**src/rtl/irrigation_zone_scheduler.sv**
```systemverilog
// rtl/irrigation_zone_scheduler.sv - tank valve control plus round-robin shared-pump zone scheduler
// Optional STICKY_ERROR_EN: E latches until reset, forcing Al=1, Ve=0 and holding the scheduler idle.
module irrigation_zone_scheduler #(
  parameter int ZONES    = 4,
  parameter int DEBOUNCE = 3,
  parameter int MIN_ON   = 4,
  parameter int MAX_ON   = 16,
  parameter int GAP      = 2,
  parameter int CNT_W    = 8
) (
  input  logic             clock,
  input  logic             reset,
  input  logic             H,
  input  logic             M,
  input  logic             L,
  input  logic             T,
  input  logic [ZONES-1:0] Us,
  input  logic [ZONES-1:0] Ua,
  output logic             Ve,
  output logic             Al,
  output logic             E,
  output logic [ZONES-1:0] Bs,
  output logic [ZONES-1:0] Vs,
  output logic             busy,
  output logic [2:0]       active_zone
);

  localparam int NIN  = 4 + 2 * ZONES;
  localparam int DB_W = (DEBOUNCE > 1) ? $clog2(DEBOUNCE) : 1;

  localparam logic [1:0] S_IDLE  = 2'd0;
  localparam logic [1:0] S_WATER = 2'd1;
  localparam logic [1:0] S_GAP   = 2'd2;

  logic [NIN-1:0]  raw, sync_a, sync_b, deb;
  logic [DB_W-1:0] db_cnt [NIN];

  assign raw = {Ua, Us, T, L, M, H};

  // A bit flips only after the synchronised value has disagreed for DEBOUNCE straight cycles.
  always_ff @(posedge clock or posedge reset) begin
    if (reset) begin
      sync_a <= '0;
      sync_b <= '0;
      deb    <= '0;
      for (int i = 0; i < NIN; i++) db_cnt[i] <= '0;
    end else begin
      sync_a <= raw;
      sync_b <= sync_a;
      for (int i = 0; i < NIN; i++) begin
        if (sync_b[i] == deb[i]) begin
          db_cnt[i] <= '0;
        end else if (db_cnt[i] == DB_W'(DEBOUNCE - 1)) begin
          deb[i]    <= sync_b[i];
          db_cnt[i] <= '0;
        end else begin
          db_cnt[i] <= db_cnt[i] + DB_W'(1);
        end
      end
    end
  end

  logic             d_h, d_m, d_l, d_t;
  logic [ZONES-1:0] d_us, d_ua;

  assign d_h  = deb[0];
  assign d_m  = deb[1];
  assign d_l  = deb[2];
  assign d_t  = deb[3];
  assign d_us = deb[4 +: ZONES];
  assign d_ua = deb[4 + ZONES +: ZONES];

  logic e_now, e_next;
  assign e_now = (d_m & ~d_l) | (d_h & ~d_m);
`ifdef STICKY_ERROR_EN
  assign e_next = E | e_now;
`else
  assign e_next = e_now;
`endif

  // Inlet valve refills from below M and stops at H, holding in between.
  always_ff @(posedge clock or posedge reset) begin
    if (reset) begin
      E  <= 1'b0;
      Al <= 1'b1;
      Ve <= 1'b0;
    end else begin
      E  <= e_next;
      Al <= ~d_l | e_next;
      if (d_h | e_next)
        Ve <= 1'b0;
      else if (~d_m)
        Ve <= 1'b1;
    end
  end

  logic [1:0]       state;
  logic [2:0]       ptr, zone, hit_zone, next_ptr;
  logic [CNT_W-1:0] cnt, cnt_inc;
  logic             hit, hit_drip, us_cur;
  logic [ZONES-1:0] need_rot, hit_onehot, zone_onehot;

  assign need_rot = ZONES'({~d_us, ~d_us} >> ptr);

  always_comb begin
    int zsum;
    hit  = 1'b0;
    zsum = 0;
    for (int i = ZONES - 1; i >= 0; i--) begin
      if (need_rot[i]) begin
        hit  = 1'b1;
        zsum = int'(ptr) + i;
      end
    end
    if (zsum >= ZONES) zsum = zsum - ZONES;
    hit_zone = 3'(zsum);
  end

  assign hit_onehot  = ZONES'(1) << hit_zone;
  assign zone_onehot = ZONES'(1) << zone;
  assign hit_drip    = (|(d_ua & hit_onehot)) & (d_t | ~d_m);
  assign us_cur      = |(d_us & zone_onehot);
  assign cnt_inc     = cnt + CNT_W'(1);
  assign next_ptr    = (zone == 3'(ZONES - 1)) ? 3'd0 : zone + 3'd1;
  assign busy        = (state == S_WATER);

  // cnt_inc is the number of WATER cycles completed including the current one.
  always_ff @(posedge clock or posedge reset) begin
    if (reset) begin
      state       <= S_IDLE;
      ptr         <= '0;
      zone        <= '0;
      cnt         <= '0;
      Bs          <= '0;
      Vs          <= '0;
      active_zone <= '0;
    end else begin
      case (state)
        S_IDLE: begin
          if (!Al && hit) begin
            state       <= S_WATER;
            zone        <= hit_zone;
            cnt         <= '0;
            Bs          <= hit_drip ? '0 : hit_onehot;
            Vs          <= hit_drip ? hit_onehot : '0;
            active_zone <= hit_zone;
          end
        end
        S_WATER: begin
          cnt <= cnt_inc;
          if (Al) begin
            state       <= S_IDLE;
            Bs          <= '0;
            Vs          <= '0;
            active_zone <= '0;
          end else if ((us_cur && cnt_inc >= CNT_W'(MIN_ON)) || cnt_inc == CNT_W'(MAX_ON)) begin
            state       <= S_GAP;
            cnt         <= '0;
            ptr         <= next_ptr;
            Bs          <= '0;
            Vs          <= '0;
            active_zone <= '0;
          end
        end
        S_GAP: begin
          cnt <= cnt_inc;
          if (cnt_inc == CNT_W'(GAP)) state <= S_IDLE;
        end
        default: state <= S_IDLE;
      endcase
    end
  end

endmodule
```
**config.mk**
```make
export PLATFORM = sky130hd
export DESIGN_NAME = irrigation_zone_scheduler
export DESIGN_NICKNAME = d
export VERILOG_FILES = /design/src/rtl/irrigation_zone_scheduler.sv
export SDC_FILE = /design/constraint.sdc
export NUM_CORES = 1
export LEC_CHECK = 0
export CAP_MARGIN = 20
export CORE_AREA = 8 8 101 103
export CTS_CLUSTER_SIZE = 40
export DETAILED_ROUTE_END_ITERATION = 16
export DIE_AREA = 0 0 109 111
export PLACE_DENSITY = 0.79
export SLEW_MARGIN = 15
export SYNTH_ARGS = -nofsm -noshare
export SYNTH_HDL_FRONTEND = slang
export SYNTH_SLANG_ARGS = --single-unit
```
**constraint.sdc**
```tcl
create_clock -name clock -period 2.8 [get_ports clock]
set_clock_uncertainty 0.05 [all_clocks]
set_input_delay 0.7 -clock clock [delete_from_list [all_inputs] [get_ports clock]]
set_output_delay 0.7 -clock clock [all_outputs]
set_load 0.02 [all_outputs]
```
# After elaboration in Yosys (flattened, before gate mapping)
# Cells that the tools add are included.
word_totals:
  elab_cells: 200
  ff_bits: 90
  in_bits: 14
op_classes:
  order_cmp: 2
  shifts: 3
  mux: 57
  eq_ne: 33
  n_reduce_logical: 26
  addsub: 18
  bitwise_logic: 25
op_table:
  columns: ["cell", "count"]
  rows:
  - ["32-bit two-way mux", 3]
  - ["2-bit two-way mux", 28]
  - ["32-bit by 4-bit greater-or-equal comparator with 1-bit output (second input constant)", 1]
  - ["4-bit two-way mux", 7]
  - ["2-bit AND reduction", 14]
  - ["2-bit equality test (second input constant)", 13]
  - ["2-bit by 1-bit adder with 2-bit output (second input constant)", 12]
  - ["8-bit two-way mux", 3]
  - ["8-bit case mux with 3 select lines", 1]
  - ["4-bit case mux with 2 select lines", 2]
  - ["3-bit two-way mux", 5]
  - ["1-bit inverter", 15]
  - ["1-bit equality test", 12]
  - ["3-bit AND reduction", 3]
  - ["3-bit by 2-bit adder with 4-bit output (second input constant)", 2]
  - ["8-bit by 1-bit adder with 8-bit output (second input constant)", 1]
  - ["4-bit bitwise AND", 2]
  - ["8-bit by 2-bit equality test with 1-bit output (second input constant)", 1]
  - ["8-bit by 5-bit equality test with 1-bit output (second input constant)", 1]
  - ["8-bit by 3-bit greater-or-equal comparator with 1-bit output (second input constant)", 1]
  - ["4-bit OR reduction", 2]
  - ["1-bit by 3-bit left shift with 4-bit output (first input constant)", 2]
  - ["8-bit by 3-bit >> shifter with 4-bit output", 1]
  - ["1-bit two-way mux", 6]
  - ["other kinds (19)", 26]

# Longest topological paths before layout
logic_depth:
  ltp_word: 15
  ltp_mapped: 9
  mapped_depth_nobuf: 8

# Least setup slack after synthesis
# No wires, ideal clock.
synth_path:
  path_kind: "register to register"
  startpoint: "register cnt[0]"
  endpoint: "register cnt[4]"
  arrival_ps: 2391
  path_slack_ps: 282
  setup_ps: 77
  synth_period_minus_slack_ps: 2518
  path_stages_with_launch: 8
  path_cell_list: "dfrtp_1 > ha_1 > a211o_1 > a211oi_1 > o32ai_1 > a32oi_1 > or4b_1 > o21ai_1"
synth_via:
  elab_chain_len: 7
synth_rtl:
  columns: ["item", "line", "rtl"]
  rows:
  - ["start: declaration", "99", "logic [CNT_W-1:0] cnt, cnt_inc;"]
  - ["start signal: assignment", "150", "cnt <= cnt_inc;"]
  - ["start signal: assignment", "166", "cnt <= cnt_inc;"]
  - ["8-bit by 1-bit adder with 8-bit output (*)", "123", "assign cnt_inc = cnt + CNT_W'(1);"]
  - ["8-bit by 3-bit greater-or-equal comparator with 1-bit output", "156", "end else if ((us_cur && cnt_inc >= CNT_W'(MIN_ON)) || cnt_inc == CNT_W'(MAX_ON)) begin"]
  - ["1-bit logical AND", "156", null]
  - ["1-bit logical OR", "156", null]
  - ["8-bit two-way mux", "156", null]
  - ["8-bit two-way mux", "151", "if (Al) begin"]
  - ["8-bit case mux with 3 select lines (*)", "138", "case (state)"]
# Mark *: on every way between the ends. The rest lies on a longest branch, timed or not.
# A chain may end at the register's enable or synchronous reset.

# Final worst setup path
layout_path:
  startpoint: "register cnt[0]"
  endpoint: "register Vs[2]"
layout_via:
  elab_chain_len: 6
layout_rtl:
  columns: ["item", "line", "rtl"]
  rows:
  - ["8-bit by 1-bit adder with 8-bit output (*)", "123", null]
  - ["8-bit by 3-bit greater-or-equal comparator with 1-bit output", "156", null]
  - ["1-bit logical AND", "156", null]
  - ["1-bit logical OR (*)", "156", null]
  - ["3-bit by 2-bit != test with 1-bit output (no line) (*)", null, null]
  - ["3-bit AND reduction (no line) (*)", null, null]
  - ["end signal: assignment", "145", "Vs <= hit_drip ? hit_onehot : '0;"]
  - ["end: declaration", "23", "output logic [ZONES-1:0] Vs,"]
# Marks and branches as above.

==> flow_summary.toml <==
[setup_path]
path_delay_family = "compound AO/OA/AOI/OAI gates"
timing.reg2reg.setup_slack_ns = 0.09
critPathSlowestCell = "dfrtp_1"
rr_endpoint = "Vs[2]"
critPathMaxFanout = 8
cp-start-kind = "flop"
rr_startpoint = "cnt[0]"
timing.critical_path.required_ns = 3.00
timing_worst_setup_path_type = "flop to flop"
cp-end-kind = "flop"
worstRegToRegCells = 8
path_buf_inv = 1
cp.arrival_ns = 2.90
slowest_delay_ns = 0.46
worstPathCellList = "ha_1 > a211o_1 > a211oi_2 > o21bai_1 > a21boi_0 > o221ai_1 > buf_4 > a32o_1"

[clock_tree]
clock_root_buffer = "clkbuf_8"
clock_sink_count = 90
cts.reportedPaths.clkPinSlew_ns = 0.09
cts_tree = "yes"
h_tree_level_count = 3
cts_inserted_buffers = 9
cts-root-to-sink-buffers = 2
holdBufCountCts = 0
worst_skew_pair.late_latency_ns = 0.36

[finish]
layout_common_cells = "dfrtp_1 (89), clkdlybuf4s50_1 (28), mux2_2 (18)"
fill_cells = 686
n_antenna_cell = 0
final_nets = 401
postLayoutCoreUtil_pct = 54.3
post_route_cells_drive_above_1_share_pct = 14.0
mostFrequentLayoutCell = "dfrtp_1"
area_growth_pct = 14.9

[floorplanning]
core_area_mm2 = 0.00855
dieWidth_um = 109
floorplan.rows = 34
start_util_pct = 47.3
design.die.area_mm2 = 0.0121
chip_height_um = 111
ios = 29

[global_routing]
first_pass_grt_wire_length_mm = 13.2
grt_remaining_overflow = 0
grt_start_max_net_pins = 46
first_global_vias = 2866
grt_usage_pct = 13.4
antenna_violations_before_repair = 0

[power_and_ir_drop]
total_leakage_power_nw = 1.99
worst_ir_drop_vdd_uv = 565
cellPowerDensity_mw_per_mm2 = 982

[hold_path]
hold_end = "sync_b[11]"
min_delay_path_depth = 0
hold_path_startpoint = "sync_a[11]"
worstHoldPathType = "flop to flop"

[yosys]
syn_avg_cell_area_um2 = 12.1
async_flop_share_pct = 100
postSynthRegisterBits = 90
ys.flop_type = "dfrtp_1"
postSynthNetCount = 363
netlist_area_mm2 = 0.00405
postSynthCellCount = 335
ys_warn_count = 0
synth_seq_area_share_pct = 55.7
synth.distinct_cells = 60
synth-edff-count = 0

[sta]
worst_hold_slack_ns = 0.308
final_period_minus_worst_setup_slack_ns = 2.71
min_period_over_period_pct = 96.8
max_freq_mhz = 369
grt_setup_unrepaired = "true"
report.final.slew_viol_count = 0
setup_violations = 0
finalHoldViolations = 0
max_slew.worst_pin.slew_ns = 0.628
slew_headroom_pct = 57.8

[drt]
via_per_inst = 5.69
drt-initial-drc-count = 191
drcViolationCount = 0
average_wire_length_per_cell_after_detail_routing_um = 15.7
ant_nets = 0
dr_total_vias = 2765
drt-total-wl_mm = 7.64
detailedRoute.firstPassIterationCount = 4

[outcome]
status = "finished, final reports clean"

[flow_run]
drv_cap = 0

[place]
gp_routability_congestion = 0.922
placement.io_buffers = 28
dp_hpwl_mm = 5.33
[power breakdown]
| part | total [mW] | internal [mW] | switching [mW] |
|---|---|---|---|
| registers | 2.02 | 1.66 | 0.362 |
| clock network | 0.803 | 0.350 | 0.453 |
| logic | 1.74 | 0.818 | 0.922 |
[layer usage]
layer  wire [µm]  up-vias  GRT usage [%]
li1            -     1301              -
met1        3250     1372           16.4
met2        3850       75           21.0
met3         386       17           3.60
met4         148        0           6.48
met5           0        -              0
[cell usage after synthesis, types with 3 or more instances]
cell,count,area [µm²]
a32o_1,8,80.1
nor2_1,10,37.5
ha_1,14,175
mux2_2,18,203
a21oi_1,9,45.0
nand4_1,4,25.0
nand2_1,15,56.3
dfrtp_1,89,2230
o21ai_0,11,55.1
nor3_1,15,75.1
xnor2_1,14,123
inv_1,18,67.6
or3_1,3,18.8
mux2i_1,8,80.1
nand3b_1,6,45.0
a22oi_1,5,37.5
nor2b_1,13,81.3
buf_6,3,33.8
nand3_1,6,30.0
o22ai_1,3,18.8
nor3b_1,14,105
[cells by family (layout without fill, tap and decap cells)]
family	Yosys count	in the layout	share of synthesized area [%]
muxes	26	26	6.99
DFF	90	90	55.7
buffers and inverters	26	69	3.65
adders and majority gates	14	14	4.33
and+or+nand+nor	99	99	14.2
AOI/OAI and AO/OA	66	66	12.1
xor gates and xnor gates	14	14	3.03
[registers in the layout, indices dropped and copies added, names as in the netlist, 2 cells and up]
register	cells
Bs	4
Vs	4
active_zone	3
cnt	8
db_cnt	24
deb	12
ptr	3
state	2
sync_a	12
sync_b	12
zone	3
[final cells by class]
| class | count | area (µm²) | area share (%) |
|---|---|---|---|
| well taps | 108 | 135 | 2.91 |
| flip-flops and latches | 90 | 2250 | 48.5 |
| clock inverters | 5 | 37.5 | 0.808 |
| multi-input cells | 219 | 1660 | 35.8 |
| inverters | 18 | 71.3 | 1.53 |
| clock buffers | 11 | 141 | 3.04 |
| repair buffers | 35 | 345 | 7.43 |
[worst max path at each step]
| stage | start | to | slack [ns] | cells after the start |
|---|---|---|---|---|
| finish | cnt[0] | Vs[2] | 0.09 | 8 |
| CTS | ptr[1] | Bs[3] | 0.13 | 6 |
| detailed placement | ptr[1] | Bs[1] | 0.13 | 6 |
| global route | cnt[0] | Vs[1] | -0.07 | 8 |
| floorplan | cnt[0] | cnt[4] | 0.28 | 7 |
| global placement | cnt[0] | active_zone[0] | 0.19 | 7 |
[through the flow]
| stage | power, mW | worst slack [ns] | std cells | TNS [ns] | instance area [µm²] |
|---|---|---|---|---|---|
| after CTS | 4.58 | 0.127 | 486 | 0 | 4630 |
| after detailed placement | 3.75 | 0.129 | 470 | 0 | 4450 |
| after floorplan | 3.24 | 0.282 | 335 | 0 | 4050 |
| after global placement | 3.66 | 0.189 | 470 | 0 | 4450 |
| after global routing | 4.89 | -0.0693 | 486 | -0.523 | 4650 |
| final | 4.56 | 0.0903 | 486 | 0 | 4650 |
[repair_timing]
item | 4_1_cts | 5_1_grt
setup buffers | 0 | 0
gates resized for setup | 0 | 3
hold endpoints to repair | 0 | 0
endpoints found under the setup margin | 0 | 12
[worst reg2reg max path, cell delays in order, from the launching register on]
cell and delay (ns):
dfrtp_1 0.46, ha_1 0.32, a211o_1 0.35, a211oi_2 0.31, o21bai_1 0.12, a21boi_0 0.27
o221ai_1 0.27, buf_4 0.24, a32o_1 0.22
(Power assumes the default switching activity.)
